$ cat src/rtl/cv32e40p_perm_fault_detector_ft.sv
// Permanent-fault detector for the replicated EX stage (4 ALUs, 3 MULTs).
// Each replica keeps a saturating mismatch counter and a HEALTHY/SUSPECT/FAULTY
// health FSM. FAULTY is sticky until rst or clear_i.
// Optional build macro CV32E40P_PERM_FAULT_DECAY_EN: suspect counters decay by one
// after DECAY_PERIOD consecutive clean ops of the same unit type.
module cv32e40p_perm_fault_detector_ft #(
  parameter int ALU_THRESHOLD  = 4,
  parameter int MULT_THRESHOLD = 4,
  parameter int CNT_W          = 4,
  parameter int DECAY_PERIOD   = 16
) (
  input  logic       clk,
  input  logic       rst,
  input  logic       clear_i,
  input  logic       valid_i,
  input  logic       alu_used_i,
  input  logic       mult_used_i,
  input  logic [3:0] alu_err_i,
  input  logic [2:0] mult_err_i,
  output logic [3:0] permanent_faulty_alu_o,
  output logic [2:0] permanent_faulty_mult_o,
  output logic [3:0] alu_suspect_o,
  output logic [2:0] mult_suspect_o,
  output logic       fault_event_o
);

  localparam int N_ALU  = 4;
  localparam int N_MULT = 3;
  localparam int N_REP  = N_ALU + N_MULT;

  typedef enum logic [1:0] {
    ST_HEALTHY = 2'd0,
    ST_SUSPECT = 2'd1,
    ST_FAULTY  = 2'd2
  } health_e;

  // Elaboration-time sanity check of the configuration.
  if (ALU_THRESHOLD < 1 || ALU_THRESHOLD >= (1 << CNT_W) ||
      MULT_THRESHOLD < 1 || MULT_THRESHOLD >= (1 << CNT_W) ||
      DECAY_PERIOD < 1) begin : g_param_check
    $error("cv32e40p_perm_fault_detector_ft: illegal parameter combination");
  end

  logic clr;
  logic alu_active;
  logic mult_active;
  logic [N_REP-1:0] err_vec;
  logic [N_REP-1:0] faulty_vec;
  logic [N_REP-1:0] suspect_vec;
  logic [N_REP-1:0] count_ev;
  logic [N_REP-1:0] to_faulty;
  logic [1:0]       type_decay;   // [0] ALU, [1] MULT
  logic             fault_event_reg;

  assign clr = rst | clear_i;

  // The ALU path has priority when both units report use in the same op,
  // matching the dispatcher. Gating by valid_i first keeps X on idle err
  // inputs out of the state.
  assign alu_active  = valid_i & alu_used_i;
  assign mult_active = valid_i & mult_used_i & ~alu_used_i;

  // Replicas 0..3 are ALUs, 4..6 are MULTs.
  assign err_vec  = {mult_err_i & {N_MULT{mult_active}}, alu_err_i & {N_ALU{alu_active}}};
  assign count_ev = err_vec & ~faulty_vec;

  genvar gi;
  generate
    for (gi = 0; gi < N_REP; gi++) begin : g_rep
      localparam int THR = (gi < N_ALU) ? ALU_THRESHOLD : MULT_THRESHOLD;

      health_e          state_reg, state_next;
      logic [CNT_W-1:0] cnt_reg, cnt_next;
      logic             become_faulty;
      logic             decay;

      assign decay = (gi < N_ALU) ? type_decay[0] : type_decay[1];

      // Health state and error counter registers.
      always_ff @(posedge clk) begin
        if (clr) begin
          state_reg <= ST_HEALTHY;
          cnt_reg   <= '0;
        end else begin
          state_reg <= state_next;
          cnt_reg   <= cnt_next;
        end
      end

      // Next-state: count mismatches up to the threshold, optionally decay suspects.
      always_comb begin
        state_next    = state_reg;
        cnt_next      = cnt_reg;
        become_faulty = 1'b0;
        if (count_ev[gi]) begin
          if (({1'b0, cnt_reg} + (CNT_W+1)'(1)) == (CNT_W+1)'(THR)) begin
            state_next    = ST_FAULTY;
            cnt_next      = CNT_W'(THR);
            become_faulty = 1'b1;
          end else begin
            state_next = ST_SUSPECT;
            cnt_next   = cnt_reg + CNT_W'(1);
          end
        end else if (decay && state_reg == ST_SUSPECT) begin
          cnt_next = cnt_reg - CNT_W'(1);
          if (cnt_reg == CNT_W'(1)) begin
            state_next = ST_HEALTHY;
          end
        end
      end

      assign faulty_vec[gi]  = (state_reg == ST_FAULTY);
      assign suspect_vec[gi] = (state_reg == ST_SUSPECT);
      assign to_faulty[gi]   = become_faulty;
    end
  endgenerate

`ifdef CV32E40P_PERM_FAULT_DECAY_EN
  localparam int CLEAN_W = $clog2(DECAY_PERIOD + 1);

  logic [1:0] type_active;
  logic [1:0] type_err;

  assign type_active = {mult_active, alu_active};
  assign type_err    = {|count_ev[N_REP-1:N_ALU], |count_ev[N_ALU-1:0]};

  generate
    for (gi = 0; gi < 2; gi++) begin : g_decay
      logic [CLEAN_W-1:0] clean_reg, clean_next;
      logic               decay_now;

      // Clean-op run-length counter for one unit type.
      always_ff @(posedge clk) begin
        if (clr) begin
          clean_reg <= '0;
        end else begin
          clean_reg <= clean_next;
        end
      end

      // Restart on any counted error; wrap to zero and fire a decay on reaching the period.
      always_comb begin
        clean_next = clean_reg;
        decay_now  = 1'b0;
        if (type_err[gi]) begin
          clean_next = '0;
        end else if (type_active[gi]) begin
          if (clean_reg == CLEAN_W'(DECAY_PERIOD - 1)) begin
            clean_next = '0;
            decay_now  = 1'b1;
          end else begin
            clean_next = clean_reg + CLEAN_W'(1);
          end
        end
      end

      assign type_decay[gi] = decay_now;
    end
  endgenerate
`else
  // Without decay, suspect counters only clear through rst/clear_i.
  assign type_decay = 2'b00;
`endif

  // One-cycle pulse aligned with the first cycle a new FAULTY flag is visible.
  always_ff @(posedge clk) begin
    if (clr) begin
      fault_event_reg <= 1'b0;
    end else begin
      fault_event_reg <= |to_faulty;
    end
  end

  assign permanent_faulty_alu_o  = faulty_vec[N_ALU-1:0];
  assign permanent_faulty_mult_o = faulty_vec[N_REP-1:N_ALU];
  assign alu_suspect_o           = suspect_vec[N_ALU-1:0];
  assign mult_suspect_o          = suspect_vec[N_REP-1:N_ALU];
  assign fault_event_o           = fault_event_reg;

endmodule

$ cat config.mk
export PLATFORM = sky130hd
export DESIGN_NAME = cv32e40p_perm_fault_detector_ft
export DESIGN_NICKNAME = d
export VERILOG_FILES = /design/src/rtl/cv32e40p_perm_fault_detector_ft.sv
export SDC_FILE = /design/constraint.sdc
export NUM_CORES = 1
export LEC_CHECK = 0
export ABC_AREA = 1
export ABC_CLOCK_PERIOD_IN_PS = 1550
export BUFFER_PORTS_ARGS = -buffer_cell sky130_fd_sc_hd__buf_2
export CORE_MARGIN = 1
export CORE_UTILIZATION = 35
export CTS_CLUSTER_DIAMETER = 40
export DETAILED_ROUTE_END_ITERATION = 8
export GPL_TIMING_DRIVEN = 0
export PLACE_DENSITY_LB_ADDON = 0.08
export SLEW_MARGIN = 40
export SYNTH_ARGS = -nofsm -noshare
export SYNTH_HDL_FRONTEND = slang
export SYNTH_SLANG_ARGS = --single-unit
$ cat constraint.sdc
create_clock -name clk -period 1.55 [get_ports clk]
set_clock_uncertainty 0.05 [all_clocks]
set_input_delay 0.31 -clock clk [delete_from_list [all_inputs] [get_ports clk]]
set_output_delay 0.31 -clock clk [all_outputs]
set_load 0.01 [all_outputs]
[Word level (Yosys, flattened, before mapping)]
Cells that the tools add are included.
Word-level totals
  bits of input ports: 13
  bits in registers: 43
  output and inout bits: 15
  logic and storage cells: 88
Cells by class
  multiplexer cells: 28
  equal/unequal tests: 21
  bitwise gates (word level): 9
  $add $sub $neg: 14
  reductions and logical operators: 1
Operator list (count)
  $add A4 B1 Y5 const B: 7
  $eq A5 B3 Y1 const B: 7
  $add A4 B1 Y4 const B: 7
  $mux W4: 7
  $eq A2 B1 Y1 const B: 7
  $eq A2 B2 Y1 const B: 7
  $mux W1: 14
  $mux W2: 7
  $and A7 B7 Y7: 1
  $not A7 Y7: 1
  $reduce_or A7 Y1: 1
  $and A4 B4 Y4: 1
  $and A1 B1 Y1: 3
  $and A3 B3 Y3: 1
  $not A1 Y1: 1
  $or A1 B1 Y1: 1

[Longest topological paths before layout]
Gate-level depths: netlist (run 1).
  depth after elaboration: 6
  mapped depth: 8
  mapped depth without buffers: 8

[Worst setup path before layout (run 1)]
OpenSTA, ideal clock, no wires.
  kind: register to register
  from: register g_rep[3].state_reg[1]
  to: register fault_event_reg (netlist: fault_event_o)
  data required time: 1.372 ns
  setup slack: 0.372 ns
  cell stages (with the launch flop): 8
  data arrival time: 1.001 ns
  buffers on the path: 0
  cell sequence: dfxtp_1 > inv_1 > nor2_1 > nor2_2 > nand2_1 > nand4_1 > nor2_1 > nor2_1
On the way
  word-level cells in the longest chain between the ends: 5
RTL lines
  start, declared: line 72  | health_e state_reg, state_next;
  start signal, assigned: line 85  | state_reg <= state_next;
  $eq A2 B2 Y1: line 112  | assign faulty_vec[gi] = (state_reg == ST_FAULTY);
  via permanent_faulty_alu_o[3]: line 20  | output logic [3:0] permanent_faulty_alu_o,
  $not A7 Y7: line 65  | assign count_ev = err_vec & ~faulty_vec;
  $and A7 B7 Y7: line 65
  $mux W1: line 95  | if (count_ev[gi]) begin
  $reduce_or A7 Y1: line 170  | fault_event_reg <= |to_faulty;
  end signal, assigned: line 170
  end, declared: line 53  | logic fault_event_reg;
The timed path passes the listed nets, and every way through them passes these cells.
A chain may end at the register's enable or synchronous reset.

[Worst setup path in the final report (run 1)]
  from: register g_rep[4].state_reg[1]
  to: output port permanent_faulty_mult_o[0]
On the way
  word-level cells in the longest chain between the ends: 1
RTL lines
  start, declared: line 72
  start signal, assigned: line 85
  $eq A2 B2 Y1: line 112
  end, declared: line 21  | output logic [2:0] permanent_faulty_mult_o,
No other way between the ends.

==> results of run 1 <==
-- area by class of cell --
type                       instances  area, um^2  share of cell area [%]
buffer                             3        11.3                   0.499
clock buffer                       6        82.6                    3.66
clock inverter                     1        5.00                   0.222
inverter                          37         139                    6.15
multi-input combinational        190         936                    41.5
sequential                        43         861                    38.1
tap                               70        87.6                    3.88
timing repair buffer              27         135                    5.99
-- power by group --
part	internal, mW	total, mW	switching, mW
registers	1.11	1.12	0.00786
clock network	0.350	0.719	0.369
logic	0.0410	0.119	0.0784
-- cells by family (layout without fill, tap and decap cells) --
| family | after synthesis | count (layout) |
|---|---|---|
| AO/OA/AOI/OAI | 37 | 37 |
| XOR/XNOR | 7 | 7 |
| adder cells (fa/ha/maj) | 7 | 7 |
| buffers and inverters | 40 | 74 |
| flip-flops | 43 | 43 |
| AND/OR/NAND/NOR | 139 | 139 |
-- path summary, 6_finish.rpt --
kind	start	slack, ns	endpoint	cells past startpoint
min	rst	0.28	g_rep[6].cnt_reg[2]$_SDFFE_PP0N_	4
max	g_rep[4].state_reg[1]$_SDFFE_PP0P_	0.16	permanent_faulty_mult_o[0]	3
min reg2reg	g_rep[0].state_reg[0]$_SDFFE_PP0N_	0.42	g_rep[0].state_reg[0]$_SDFFE_PP0N_	2
max reg2reg	g_rep[5].state_reg[1]$_SDFFE_PP0P_	0.20	fault_event_o$_SDFF_PP0_	7
-- worst min-delay path, cell delays in order --
cell	delay (ns)
buf_2	0.07
nor2_1	0.07
o21ai_1	0.08
a21oi_1	0.04
-- through the flow --
stage	instance area [um^2]	total power, mW	cells
after floorplan	1950	1.22	273
after global placement	2170	1.27	370
after detailed placement	2170	1.27	370
after CTS	2260	2.01	377
after global routing	2260	2.07	377
final	2260	1.96	377
-- metal layers --
layer | global-route usage, % | wire length, um | vias up
li1 | - | - | 933
met1 | 19.8 | 2080 | 732
met2 | 24.1 | 1650 | 23
met3 | 3.59 | 134 | 5
met4 | 6.92 | 72 | 0
met5 | 0 | 0 | -
-- cells in the final DEF, fill, tap and decap left out, drive strengths merged --
cell and instances:
clkbuf 9, xor2 2, buf 27, nand3b 2, nor2 65, a21oi 22, xnor2 5, ha 7
nand2 44, nand4 3, clkinv 2, inv 36, nor3b 1, nand3 15, dfxtp 43, o21ai 15
nor3 9
==> results by stage, run 1 <==
Run status:
- The flow ran to the end, and the final reports show no timing, DRC or antenna violations.

STA:
- Across all setup checks in the final design, the least slack found is ~0.16 ns.
- Across all hold checks on the routed design, the worst slack comes to around 0.28 ns.
- Static timing analysis puts the maximum clock frequency at a little over 700 MHz.
- After layout, the minimum clock period comes to 1.39 ns.
- Setup repair after global routing left no endpoint under its margin.
- The final hold violation count is 0.
- The aggregate negative setup slack is 0 ns.
- The worst path uses about nine tenths of the clock period.
- Setup violations remaining at the end of the flow were counted as 0.
- The transition time at the pin with the least slew margin is a little under 0.6 ns.
- The relative slew slack is between 60 and 70%.
- The number of pins with negative max-slew slack in the final report is 0.

CTS:
- Clock-pin slew was measured on the worst setup and hold paths at around 0.080 ns.
- The post-CTS setup buffer count is 0.
- The source-to-sink clock delay at the later pin of the worst-skew pair is between 0.2 and 0.3 ns.
- The number of H-tree levels is 2.
- The cell at the root of the clock tree is clkbuf_8.
- Clock tree synthesis inserted a total of 5 buffers.
- Hold repair after CTS inserted 0 buffers.
- In this run, post-CTS repair resized a total of 0 instances.
- TritonCTS built the clock tree.
- The number of sinks handled by clock tree synthesis is 43.
- The maximum clock insertion buffer count is 2.

Drt:
- The wire length per cell is around 10 um.
- The number of vias per cell is 4.49.
- The routed design has between 3000 and 4000 um of wire.
- The starting DRC count in detailed routing is 48.
- The DRC violation count after routing is 0.
- The detail route stage leaves a number of antenna-violating nets equal to 0.
- For this block, the via count after detailed routing is 1,693.
- The pre-antenna-repair detailed-routing pass consisted of 4 iterations.

Synth:
- Yosys mapped the design onto 22 distinct sky130hd cell types.
- The largest total area in the synthesized netlist belongs to dfxtp_1.
- The commonest cells after synthesis are 59 x nor2_1, 43 x dfxtp_1, 43 x nand2_1.
- The fraction of the mapped netlist area in adder cells is between 4 and 5%.
- The part of the Yosys area used for sequential elements is 44.2%.
- The dominant cell by count in the synthesized netlist is nor2_1.
- The register bit total from synthesis is between 40 and 50.
- The synthesized-area fraction occupied by and/or/nand/nor cells is 30.9%.
- Ranked by total cell area, the synthesized netlist is headed by dfxtp_1 44%, nor2_1 11%, nand2_1 8.3%.
- The gate count of the mapped netlist is about 270.
- The number of synthesized flops with an enable pin is 0.
- The mapped netlist covers 1950 um^2.
- The main combinational cell family by area after synthesis is simple AND/OR/NAND/NOR gates.
- Each instance of the synthesized netlist takes up on average around 7.1 um^2.
- The Yosys step of the flow raised 0 warnings.
- Summed over its instances, the top area cell type makes up 44.2% of the synthesized netlist area.
- The flip-flop cell with the highest count after synthesis is dfxtp_1.
- After synthesis, the share of flip-flops with an asynchronous set or reset is 0%.
- The post-synth net total is about 300.
- The multiplexer area fraction after synthesis is 0%.
- The share of the synthesized netlist area taken by xor and xnor gates is 3.15%.
- Summing the areas of all compound-gate instances in the mapped netlist gives 9.51% of the synthesized area.

Placed design:
- Summed over all nets, the half-perimeter wirelength after detailed placement is roughly 3000 um.
- The weighted congestion reported at the end of routability-driven placement is ~0.74.
- During placement, the flow inserted port buffers numbering 27.
- The worst slack at placement is -0.0904 ns.

Worst setup path:
- The data required time at the worst endpoint is 1.19 ns.
- Among all stages on the critical path, the largest delay is contributed by dfxtp_1.
- Broken down by cell family, the worst path's largest delay share belongs to flip-flops.
- The signal on the critical path passes through inv_1 > nor2_1 > buf_2.
- The maximum fanout encountered on the critical timing path is 3.
- The worst setup path is launched from a flop.
- The critical path contains buffers and inverters numbering 2 combined.
- The data arrival time of the worst path is about 1.0 ns.
- The critical path in this run is classified as reg -> out.
- The worst setup path is captured at an output port.
- For this run, the slowest stage of the critical path takes roughly 0.35 ns.

GRT:
- The overall global routing resource usage is 15.3%.
- The initial antenna violation count is 0.
- The first global-routing pass estimated between 7000 and 8000 um of wire.
- For this run the aggregate overflow at the end of global routing stands at 0.
- The number of global-route vias before repair is 1,567.
- Entering global routing, the biggest net connects 13 pins.

Finish:
- The filler cells instantiated in the layout total between 500 and 600.
- After the last flow step, the layout net total stands at 327.
- The diode insertion count for antenna repair is 0.
- Measured on the finished design, the core utilization comes to a little over two fifths.
- The number of flip-flops in the largest register is 28.
- The fraction of final layout cells with drive strength greater than 1 is ~15%.
- Relative to the synthesized area, the layout overhead comes to 15.9%.

Power and ir drop:
- The power per standard cell area is 869 nW/um^2.
- In this run the static leakage power is between 0.9 and 1 nW.
- The worst IR drop on VDD is between 0.3 and 0.4 mV.

Floorplanning:
- In this run the core area contains 26 standard-cell rows.
- 28 I/O pins were placed.
- The die area is 5860 um^2.
- The floorplan step set the die height to 76.6 um.
- The die is approximately 77 um wide.
- The starting density of the core is a little under two fifths.
- After floorplanning, the core was sized to cover 5240 um^2.

Flow run:
- Across the run, the number of max-cap violations was 0.

Worst hold path:
- The kind of path behind the tightest hold check is in -> reg.
(Power assumes the default switching activity.)
==> run 2, diff against run 1 <==
--- a/config.mk
+++ b/config.mk
@@ -8,12 +8,13 @@
 export ABC_AREA = 1
 export ABC_CLOCK_PERIOD_IN_PS = 1550
 export BUFFER_PORTS_ARGS = -buffer_cell sky130_fd_sc_hd__buf_2
+export CORE_ASPECT_RATIO = 1.75
 export CORE_MARGIN = 1
 export CORE_UTILIZATION = 35
 export CTS_CLUSTER_DIAMETER = 40
 export DETAILED_ROUTE_END_ITERATION = 8
 export GPL_TIMING_DRIVEN = 0
-export PLACE_DENSITY_LB_ADDON = 0.08
+export PLACE_DENSITY = 0.5
 export SLEW_MARGIN = 40
 export SYNTH_ARGS = -nofsm -noshare
 export SYNTH_HDL_FRONTEND = slang
==> run 2 against run 1 <==
Effect of this change:
- sequential power barely moved
- final cell count rose by 1.3%
- power rose by 3.4%
==> results by stage, run 2 (same netlist as run 1, synthesis figures left out) <==
Run status:
- The run finished with clean final reports.

STA:
- The transition time at the pin with the least slew margin is 0.552 ns (-0.0403 ns).
- The number of setup violations in the final report came to 0 (unchanged).
- The final hold violation count came to 0 (unchanged).
- The time the final worst path needs with I/O delays and setup was 1.35 ns (-0.0407 ns).
- The top achievable clock speed is 739 MHz (+3.0%).
- The number of pins with negative max-slew slack in the final report is 0 (unchanged).
- Setup repair after global routing left no endpoint under its margin.
- The ratio of final minimum period to clock period is 87.3% (-2.6 points).
- The relative slew slack is 63.2% (+2.7 points).
- The worst hold margin is 0.326 ns (+0.0494 ns).

Finish:
- The fraction of final layout cells with drive strength greater than 1 is 15.3% (+0.28 points).
- The diode insertion count for antenna repair is 0 (unchanged).
- The core utilization of the finished layout came to 43.0% (-0.14 points).
- Relative to the synthesized area, the layout overhead comes to 16.9%.
- The number of filler cells placed in the layout is 595 (+3.8%).
- In the layout the commonest cells are 59 x nor2_1, 43 x nand2_1, 43 x dfxtp_1, 33 x inv_1, 27 x buf_2.
- The number of flip-flops in the largest register is 28 (unchanged).
- The final net count is 327 (unchanged).
- The number of cells in the finished layout apart from fillers came to 382 (+1.3%).
- The area of the multi-input gates is 936 um^2 (unchanged).
- Leaving out fill and tap cells, the most frequent cell in the layout is nor2_1.
- The footprint of the flip-flops and latches is 861 um^2 (unchanged).

CTS:
- The source-to-sink clock delay at the later pin of the worst-skew pair is 0.29 ns (about the same).
- The post-CTS setup buffer count is 0 (unchanged).
- The number of H-tree levels is 2 (unchanged).
- The maximum clock insertion buffer count came to 2 (unchanged).
- The number of sinks handled by clock tree synthesis was 43 (unchanged).
- The tree is rooted in a clkbuf_8.
- The clock tree from TritonCTS is yes.
- The CTS buffer count came to 5 (unchanged).
- The clock input transition at the sequential cells of the worst setup and hold paths is 0.08 ns (about the same).

Floorplanning:
- The die height is 101 um (+31%).
- The width of the die is 58.4 um (-24%).
- The number of top-level pins is 28 (unchanged).
- The die area is 5880 um^2 (+0.21%).
- The number of standard-cell rows in the floorplan is 35 (+35%).
- The starting density of the core came to 36.7% (-0.43 points).
- The area of the placeable core is 5300 um^2 (+1.2%).

Worst setup path:
- The data arrival time of the worst path is 0.99 ns (-0.04 ns).
- The critical path in this run is classified as reg -> out.
- The maximum fanout encountered on the critical timing path is 3 (unchanged).
- The slowest library cell on the worst path is dfxtp_1.
- The worst setup path is launched from a flop.
- The highest cell delay on the worst timing path is 0.36 ns (about the same).
- On the critical path the largest part of the delay comes from flip-flops.
- Traced cell by cell, the critical path runs through inv_1 > nor2_1 > buf_2.
- The kind of end point of the critical path is an output port.
- The data required time at the worst endpoint came to 1.19 ns (about the same).
- The buffer and inverter count on the worst path was 2 (unchanged).

GRT:
- The number of global-route vias before repair is 1,710 (+9.1%).
- The initial antenna violation count is 0 (unchanged).
- The global-route wire length before repair is 7220 um (+3.1%).
- The total congestion overflow after global routing is 0 (unchanged).
- The overall global routing resource usage is 16.0% (+0.69 points).
- The maximum number of pins on one net before global-route repair is 13 (unchanged).

Power and ir drop:
- The worst IR drop on VDD came to 0.468 mV (+51%).
- The power per standard cell area came to 891 nW/um^2 (+2.6%).
- The leakage component of the power was 0.950 nW (+0.82%).

Flow run:
- The reported max-cap violation count came to 0 (unchanged).

Drt:
- The DRC violation count after routing came to 0 (unchanged).
- The total length of routed wires is 4260 um (+8.2%).
- The iteration count of the initial detailed-routing pass is 4 (unchanged).
- The wire length per cell came to 11.1 um (+6.8%).
- The number of vias per cell is 4.63 (+3.1%).
- The starting DRC count in detailed routing is 25 (-48%).
- The number of nets still failing antenna checks after routing is 0 (unchanged).
- The count of vias placed by the detailed router is 1,769 (+4.5%).

Placed design:
- The weighted congestion reported at the end of routability-driven placement is 0.799 (+8.1%).
- The half-perimeter wire length after placement is 3290 um (+11%).
- The number of port buffers came to 27 (unchanged).
- The cell count after placement came to 374 (+1.1%).

Worst hold path:
- The kind of path behind the tightest hold check is in -> reg.
run 2: cell types whose count changed in the layout (fill, tap and decap cells not counted), sizes merged:
cell,before,now
clkbuf,9,11
clkinv,2,1
run 2: path summary, 6_finish.rpt:
| check | from | to | slack (ns) | cells past startpoint |
|---|---|---|---|---|
| setup reg to reg | g_rep[4].cnt_reg[0]$_SDFFE_PP0P_ | fault_event_o$_SDFF_PP0_ | 0.21 | 7 |
| hold / removal | mult_err_i[1] | g_rep[5].state_reg[0]$_SDFFE_PP0P_ | 0.33 | 3 |
| setup / recovery | g_rep[5].state_reg[1]$_SDFFE_PP0P_ | permanent_faulty_mult_o[1] | 0.20 | 3 |
| hold reg to reg | g_rep[3].state_reg[0]$_SDFFE_PP0P_ | g_rep[3].state_reg[0]$_SDFFE_PP0P_ | 0.43 | 2 |
run 2: area by class of cell:
cell class	instances	share of cell area [%]
clock buffer	8	4.40
buffer	3	0.550
timing repair buffer	27	5.94
sequential	43	37.8
tap	74	4.07
multi-input combinational	190	41.1
inverter	37	6.10
run 2: routing by layer:
layer | track usage [%] | wire length [um]
met5 | 0 | 0
met4 | 6.23 | 81
met3 | 3.08 | 139
met2 | 30.3 | 2230
met1 | 16.7 | 1810
run 2: through the flow:
step	power, mW	setup slack [ns]	TNS (ns)	cell area (um^2)
after floorplan	1.22	0.372	0	1950
after global placement	1.27	-0.176	-3.82	2170
after detailed placement	1.27	-0.221	-4.03	2170
after CTS	2.06	0.0945	0	2270
after global routing	2.12	0.0558	0	2280
final	2.03	0.196	0	2280
run 2: repair_timing:
item,4_1_cts,5_1_grt
endpoints found under the setup margin,0,1
gates resized for setup,0,2
hold buffers,0,0
run 2: power breakdown:
group,leakage [nW],total [mW],switching [mW],internal [mW]
clock network,0.0515,0.784,0.377,0.407
registers,0.347,1.12,0.00819,1.11
logic,0.551,0.120,0.0787,0.0413
run 2: tightest hold or removal path, delay by kind of cell:
| kind | cells | cell delay, ns |
|---|---|---|
| AND/OR/NAND/NOR | 1 | 0.13 |
| buffers and inverters | 1 | 0.12 |
| AO/OA/AOI/OAI | 1 | 0.07 |
